File: src/rtl/sifh_hist_fsm.sv
// Read-modify-write controller that builds a TDC timestamp histogram in an external dual-port RAM.
// Optional macro SIFH_SAT_EN: saturate bin counts at full scale instead of wrapping.
module sifh_hist_fsm #(
   parameter int NP       = 10,
   parameter int NB       = 6,
   parameter int PEAK_MAX = 8
) (
   input  logic                clk,
   input  logic                res,
   input  logic                wrEn,
   input  logic [NP-1:0]       data,
   input  logic [PEAK_MAX-1:0] counts,
   output logic [NB-1:0]       waddr,
   output logic [NB-1:0]       raddr,
   output logic                wEnable,
   output logic                rEnable,
   output logic                writeFlag,
   output logic                readFlag,
   output logic [PEAK_MAX-1:0] newCounts
);

   typedef enum logic {CLEAR, ACCUM} state_t;

   state_t              state, stateNext;
   logic [NB-1:0]       clrAddr, clrAddrNext;
   logic [NB-1:0]       dataBin;
   logic [NB-1:0]       raddrNext, waddrNext;
   logic                readNext, writeNext;
   logic [PEAK_MAX-1:0] newCountsNext, base;

   logic                vld_p1, vld_p2, vldNext_p1;
   logic [NB-1:0]       bin_p1, bin_p2, binNext_p1;
   logic                fwdVld;
   logic [NB-1:0]       fwdAddr;
   logic [PEAK_MAX-1:0] fwdVal;

   function automatic logic [PEAK_MAX-1:0] incCount(input logic [PEAK_MAX-1:0] cnt);
`ifdef SIFH_SAT_EN
      incCount = (&cnt) ? cnt : cnt + 1'b1;
`else
      incCount = cnt + 1'b1;
`endif
   endfunction

   assign dataBin = data[NP-1 -: NB];

   // The RAM read misses the write being driven now and the one that committed on the read edge.
   always_comb begin
      if (wEnable && (waddr == bin_p2))
         base = newCounts;
      else if (fwdVld && (fwdAddr == bin_p2))
         base = fwdVal;
      else
         base = counts;
   end

   always_comb begin
      stateNext     = state;
      clrAddrNext   = clrAddr;
      raddrNext     = raddr;
      readNext      = 1'b0;
      waddrNext     = waddr;
      newCountsNext = newCounts;
      writeNext     = 1'b0;
      vldNext_p1    = 1'b0;
      binNext_p1    = bin_p1;
      case (state)
         CLEAR: begin
            waddrNext     = clrAddr;
            newCountsNext = '0;
            writeNext     = 1'b1;
            clrAddrNext   = clrAddr + 1'b1;
            if (&clrAddr)
               stateNext = ACCUM;
         end
         ACCUM: begin
            if (wrEn) begin
               raddrNext  = dataBin;
               readNext   = 1'b1;
               vldNext_p1 = 1'b1;
               binNext_p1 = dataBin;
            end
            if (vld_p2) begin
               waddrNext     = bin_p2;
               newCountsNext = incCount(base);
               writeNext     = 1'b1;
            end
         end
         default: stateNext = CLEAR;
      endcase
   end

   always_ff @(posedge clk) begin
      if (res) begin
         state     <= CLEAR;
         clrAddr   <= '0;
         raddr     <= '0;
         waddr     <= '0;
         newCounts <= '0;
         wEnable   <= 1'b0;
         writeFlag <= 1'b0;
         readFlag  <= 1'b0;
         rEnable   <= 1'b1;
         vld_p1    <= 1'b0;
         bin_p1    <= '0;
         vld_p2    <= 1'b0;
         bin_p2    <= '0;
         fwdVld    <= 1'b0;
         fwdAddr   <= '0;
         fwdVal    <= '0;
      end else begin
         state     <= stateNext;
         clrAddr   <= clrAddrNext;
         // Stage p0 -> p1: read issue
         raddr     <= raddrNext;
         readFlag  <= readNext;
         rEnable   <= ~readNext;
         vld_p1    <= vldNext_p1;
         bin_p1    <= binNext_p1;
         // Stage p1 -> p2: RAM read in flight
         vld_p2    <= vld_p1;
         bin_p2    <= bin_p1;
         // Stage p2 -> write: increment and write back, keep last write for forwarding
         waddr     <= waddrNext;
         newCounts <= newCountsNext;
         wEnable   <= writeNext;
         writeFlag <= writeNext;
         fwdVld    <= wEnable;
         fwdAddr   <= waddr;
         fwdVal    <= newCounts;
      end
   end

endmodule

File: config.mk
export PLATFORM = sky130hd
export DESIGN_NAME = sifh_hist_fsm
export DESIGN_NICKNAME = d
export VERILOG_FILES = /design/src/rtl/sifh_hist_fsm.sv
export SDC_FILE = /design/constraint.sdc
export NUM_CORES = 1
export LEC_CHECK = 0
export CORE_UTILIZATION = 46
export CTS_CLUSTER_SIZE = 16
export DETAILED_ROUTE_END_ITERATION = 8
export PLACE_DENSITY = 0.77
export SYNTH_ARGS = -nofsm -noshare
export SYNTH_HDL_FRONTEND = slang
export SYNTH_SLANG_ARGS = --single-unit
export TNS_END_PERCENT = 20
File: constraint.sdc
create_clock -name clk -period 2.1 [get_ports clk]
set_input_delay 0.21 -clock clk [delete_from_list [all_inputs] [get_ports clk]]
set_output_delay 0.21 -clock clk [all_outputs]
set_load 0.005 [all_outputs]
==> reports/qor.txt <==
outcome: finished, violations left
failing checks: setup timing
CTS Buffer Depth: 2
Layout Area Growth over Synthesis: 43.97%
DP Worst Slack: -0.1551 ns
initial antenna violation count: 0
Synth Net Count: 265
Slew headroom: 66.44%
grt total ovfl: 0
global-route wire length before repair: 8611 um
Final Cell Area: 0.003241 mm^2
most common cell after layout, fill and taps aside: dfxtp_1
maximum vdd drop: 530.6 uV
CTS tree: yes
placed cells: 366
Synth Warn #: 0
register bit count reported by yosys: 52
hold path start: data[7]
NumNets Final: 332
total global-route track usage: 21.48%
I/O pin cnt: 45
clock transition at the registers of the reported paths: 0.09 ns
Initial Util: 47.66%
Clock power frac: 38.1%
Sw Share: 22.51%
placed cell area: 0.002943 mm^2
leakage: 0.001131 uW
P_int: 1619 uW
PortBufs: 40
share of layout cells above drive strength 1: 24.60%
CP Capture Type: register
launch point of the worst path: bin_p2[3]
root buf cell: clkbuf_8
combinational share of power: 13.8%
WL/cell: 13.77 um
period utilization: 104.6%
Vias/cell: 5.298
# hold bufs at CTS: 0
synthesized area: 0.002251 mm^2
NetSw: 470.4 uW
Fin. Hold Viols: 0
Synth Instances: 242
Critical Path RT: 2.35 ns
row count: 25
die width: 71.95 um
Seq/Total Area, Yosys: 46.25%
drt pass-1 iters: 4
worst setup margin: -0.09613 ns
cell accounting for the most synthesized area: dfxtp_1
post-synth top area share: 46.25%
Critical Path Fanout Max: 3
DRT antenna net count: 0
Final Non-Filler Cells: 376
crit start category: register
post-DP HPWL: 3602 um
crit path time final: 2.196 ns
RR Startpoint: bin_p2[3]
vias: 1,992
post-route total power: 2089 uW
DRC Markers: 0
largest net degree at the start of global routing: 41
area of the core: 0.004723 mm^2
vias in the first global route: 1,899
drt total wl: 5178 um
sequential share of power: 48.1%
Distinct cells, synth: 46
Finish-stage setup viols: 4
Die Y: 71.95 um
pin slew with the least headroom to its limit: 0.5023 ns
RSZ-0062 raised after global routing: true
kind of critical path: register to register
number of max-cap violations: 0
most frequent cells in the layout: dfxtp_1 (42), clkdlybuf4s50_1 (40), buf_4 (32)
H-tree depth: 2
pins over their slew limit: 0
top achievable clock speed: 455.3 MHz
CTS Buf Count: 5
crit path DAT: 2.44 ns
skew final: 0.006035 ns
# diodes: 0
fillers: 362
class of the tightest hold or removal check: input port to register
GPL Wtd Cong: 0.8558
die footprint: 0.005177 mm^2
synthesized area per cell: 9.301 um^2
initial detailed-routing violation count: 77
Skew-Pair Late Insertion Delay: 0.30 ns
clock net sink count: 52
PD cells: 644.8 mW/mm^2
largest cells by area after synthesis: dfxtp_1 (46%), nor2b_1 (6.4%), xnor2_1 (4.7%), mux2i_1 (3.6%), nand3_1 (3.6%)
-- layer usage --
metal	track usage [%]	vias up	routed length [um]
met5	0	-	0
met4	7.625	0	90
met3	6.389	9	272
met2	37.42	61	2518
met1	25.16	946	2297
li1	-	976	-
-- timing repair --
item	4_1_cts	5_1_grt
setup endpoints to repair	5	7
gates resized for setup	21	9
setup buffers	3	0
endpoints found under the hold margin	0	0
pin swaps	15	8
-- per-stage QoR --
stage	utilization (%)	setup TNS, ns	hold slack (ns)
3_3_place_gp	62.30	-0.2141	0.4485
4_1_cts	67.68	-0.2857	0.4421
2_1_floorplan	-	-0.01443	0.3575
6_report	68.61	-0.3311	0.4539
3_5_place_dp	62.30	-0.4844	0.4559
5_1_grt	68.61	-0.7419	0.4713
-- power groups by stage --
| stage | sequential, uW | combinational [uW] | clock, uW |
|---|---|---|---|
| floorplan | 1030 | 137 | 0 |
| global placement | 1030 | 252 | 0 |
| detailed placement | 1030 | 256 | 0 |
| CTS | 1010 | 278 | 809 |
| global route | 1010 | 313 | 850 |
| finish | 1010 | 289 | 796 |
-- cells by family (layout without fill, tap and decap cells) --
group	count (synthesis)	count (layout)	synth area share, %
simple gates	100	100	24.01
flops	52	52	46.25
compound gates	44	44	12.90
xor+xnor	20	20	8.783
buf+inv	16	83	3.390
mux	8	8	3.558
fa+ha+maj	2	2	1.112
-- cell type report --
cell class / count / area (um^2) / area share (%)
tap: 67 / 83.83 / 2.587
multi-input combinational: 174 / 1301 / 40.15
timing repair buffer: 73 / 651.9 / 20.12
sequential: 52 / 1064 / 32.82
clock inverter: 2 / 60.06 / 1.853
clock buffer: 5 / 68.82 / 2.124
inverter: 3 / 11.26 / 0.3475
-- sequential cells by signal, summed over array words and instances (netlist names) --
| signal | cells |
|---|---|
| vld_p2 | 1 |
| fwdVld | 1 |
| bin_p1 | 6 |
| bin_p2 | 6 |
| state | 1 |
| clrAddr | 6 |
| rEnable | 1 |
| writeFlag | 1 |
| fwdAddr | 6 |
| newCounts | 8 |
| vld_p1 | 1 |
| waddr | 6 |
| fwdVal | 8 |
-- cells in the mapped netlist, drive strengths merged --
master / instances
nand3b: 1
a21boi: 1
nand2: 18
and4: 1
or4: 1
a31oi: 6
nor3b: 2
a21oi: 9
o211ai: 1
a22oi: 1
a311oi: 2
buf: 3
a32o: 1
a31o: 1
or3: 2
nand3: 18
ha: 2
dfxtp: 52
or2: 2
xnor2: 15
nor4: 1
nand4: 3
o32a: 1
nor2b: 23
a22o: 1
and3: 2
mux2i: 8
xor2: 5
and4b: 1
and2: 1
nand4b: 1
o21ai: 13
o31ai: 1
a211oi: 6
nor3: 5
inv: 3
nor2: 18
clkbuf: 10
-- worst max-delay path, cell delays in order (launching register included) --
cell and delay [ns]:
dfxtp_4 0.42, xnor2_4 0.13, nand3_2 0.10, o32a_1 0.39, buf_4 0.15, a32o_1 0.23
or2_4 0.25, or4_1 0.39, nand3_1 0.08
-- worst paths after layout --
kind,end,slack [ns],cells past startpoint
hold / removal,bin_p1[3],0.45,3
setup / recovery,newCounts[5],-0.1,8
hold reg to reg,bin_p1[3],0.47,2
setup reg to reg,newCounts[5],-0.1,8
Power figures use the tool's default switching activity.
==> RTL change (config.mk and constraints unchanged) <==
Put one more register stage on the output `newCounts`. The value now appears one clock later. The other outputs are not delayed to match.
--- a/src/rtl/sifh_hist_fsm.sv
+++ b/src/rtl/sifh_hist_fsm.sv
@@ -21,4 +21,6 @@
 
    typedef enum logic {CLEAR, ACCUM} state_t;
+
+   logic [PEAK_MAX-1:0] newCounts_s0;
 
    state_t              state, stateNext;
@@ -48,5 +50,5 @@
    always_comb begin
       if (wEnable && (waddr == bin_p2))
-         base = newCounts;
+         base = newCounts_s0;
       else if (fwdVld && (fwdAddr == bin_p2))
          base = fwdVal;
@@ -61,5 +63,5 @@
       readNext      = 1'b0;
       waddrNext     = waddr;
-      newCountsNext = newCounts;
+      newCountsNext = newCounts_s0;
       writeNext     = 1'b0;
       vldNext_p1    = 1'b0;
@@ -97,5 +99,5 @@
          raddr     <= '0;
          waddr     <= '0;
-         newCounts <= '0;
+         newCounts_s0 <= '0;
          wEnable   <= 1'b0;
          writeFlag <= 1'b0;
@@ -123,11 +125,15 @@
          // Stage p2 -> write: increment and write back, keep last write for forwarding
          waddr     <= waddrNext;
-         newCounts <= newCountsNext;
+         newCounts_s0 <= newCountsNext;
          wEnable   <= writeNext;
          writeFlag <= writeNext;
          fwdVld    <= wEnable;
          fwdAddr   <= waddr;
-         fwdVal    <= newCounts;
+         fwdVal    <= newCounts_s0;
       end
+   end
+
+   always_ff @(posedge clk) begin
+      newCounts <= newCounts_s0;
    end
 
Check against the original RTL: no difference found for any inputs over 10 cycles, from zero or initial values; that may be too few to reach the edited logic, so the function may still have changed.
==> RTL change against the unedited design <==
The flow still finishes with violations (negative setup slack); hold slack lost 0.065 ns; global-route usage grew 0.94 points; non-clock buffer count grew 8; wire length increased by 7.6%; clock skew rose by 0.0010 ns; power increased by 36%; synthesized area up 8.3%; sequential cell count increased by 8; die area increased by 8.1%; cell area grew 11%; largest power group is now clock; critical path type unchanged; count of clock-buffer cells in the layout is 7 higher; setup slack lost 0.17 ns; first-iteration DRC count is 23% higher.
==> RTL change: results (changes against the unedited design) <==
| Metric | Value |
|---|---|
| Lkg Pwr | 1.310 nW (+16%) |
| Dpl hpwl | 3.878 mm (+7.7%) |
| WHS Endpoint | newCounts[4] |
| GRT Util Overall | 22.42% (+0.94 points) |
| Register clock-pin slew on the reported worst setup and hold paths | 0.06 ns (-0.03 ns) |
| Synth top area cells | dfxtp_1 49%, nor2b_1 6.4%, xnor2_1 4.7%, nand3_1 3.1%, mux2i_1 2.9% |
| Syn Nets | 270 (+1.9%) |
| Largest net degree at the start of global routing | 37 (-9.8%) |
| Clock buffers | 12 (+7) |
| Cell variety after synth | 50 (+8.7%) |
| Inserted Clock Buffers | 9 (+4) |
| CTS HTree Levels | 3 (+1) |
| Rel. slew slack | 59.80% (-6.6 points) |
| Hold WS | 0.3887 ns (-0.06521 ns) |
| Multi-input combinational area share | 35.71% (-4.4 points) |
| Hold Path Depth | 0 (-3) |
| GR Layer Usage met1 | 24.92% (-0.24 points) |
| Hold Path Origin | newCounts_s0[4] |
| M3 GR Usage | 9.237% (+2.8 points) |
| Launch point of the worst path | fwdAddr[3] |
| HP Class | register to register |
| ClkCell Share | 7.343% (+3.4 points) |
| Layout cells sized above 1 | 27.79% (+3.2 points) |
| VDD IR-drop max | 0.6400 mV (+21%) |
| Non-clock buffer share | 20.23% (+0.11 points) |
| Initial DRC count | 95 (+23%) |
| Final setup margin | -0.2701 ns (-0.1740 ns) |
| Failing checks | negative setup slack |
| First-pass GRT wire length | 9.039 mm (+5.0%) |
| Routed WL | 5.573 mm (+7.6%) |
| WL met3 | 261 microns (-4.0%) |
| Final setup violation count | 5 (+1) |
| DR WL/cell | 13.90 microns (+0.92%) |
| Met1 WL | 2.376 mm (+3.4%) |
| Outcome | finished with violations |
| Flop and latch count out of synthesis | 60 (+15%) |
| Sequential element share of the synthesized area | 49.28% (+3.0 points) |
| Synth top cells by count | 60 x dfxtp_1, 25 x nor2b_1, 16 x nand2_1, 16 x nor2_1, 15 x nand3_1 |
| Inverter count | 7 (+4) |
| GPL Wtd Cong | 0.8798 (+2.8%) |
[RTL change: cell count changes after synthesis, sizes merged, moves of 3 or more]
| cell | delta |
|---|---|
| buf | +3 |
| clkbuf | -3 |
| dfxtp | +8 |
| inv | +4 |
[RTL change: stage by stage]
stage	TNS, ns	worst slack [ns]	power [mW]	area (sq um)	utilization (%)
finish	-0.9445	-0.2701	2.832	3612	70.73
global route	-1.523	-0.3838	2.947	3612	70.73
CTS	-0.8145	-0.1998	2.823	3471	67.96
detailed placement	-0.7079	-0.1916	1.452	3189	62.44
global placement	-0.4809	-0.1540	1.448	3189	62.44
floorplan	-0.2254	-0.1399	1.334	2471	-
[RTL change: power by group]
part | total [mW] | internal [mW] | switching [mW]
clock network | 1.37 | 0.942 | 0.431
logic | 0.295 | 0.161 | 0.135
registers | 1.16 | 1.15 | 0.0129
total | 2.83 | 2.25 | 0.579
[RTL change: what timing repair did]
item,4_1_cts,5_1_grt
pin swaps,0,12
endpoints found under the setup margin,6,7
setup buffers,0,2
gates resized for setup,3,22
[RTL change: cells by family after synthesis]
logic type	Yosys count	synth area share, %
AND/OR/NAND/NOR	94	21.10
adder cells (fa/ha/maj)	2	1.027
buffers and inverters	20	3.645
AO/OA/AOI/OAI	44	14.58
XOR/XNOR	20	7.495
flip-flops	60	49.28
multiplexers	7	2.875
[RTL change: worst max-delay path, stage by stage (launching register included)]
cell       delay (ns)
dfxtp_2          0.33
xor2_2           0.17
nand4bb_1        0.21
buf_6            0.16
buf_4            0.14
or3_4            0.35
buf_4            0.15
a311oi_2         0.30
nand4_1          0.15
xnor2_1          0.19
o21ai_1          0.10
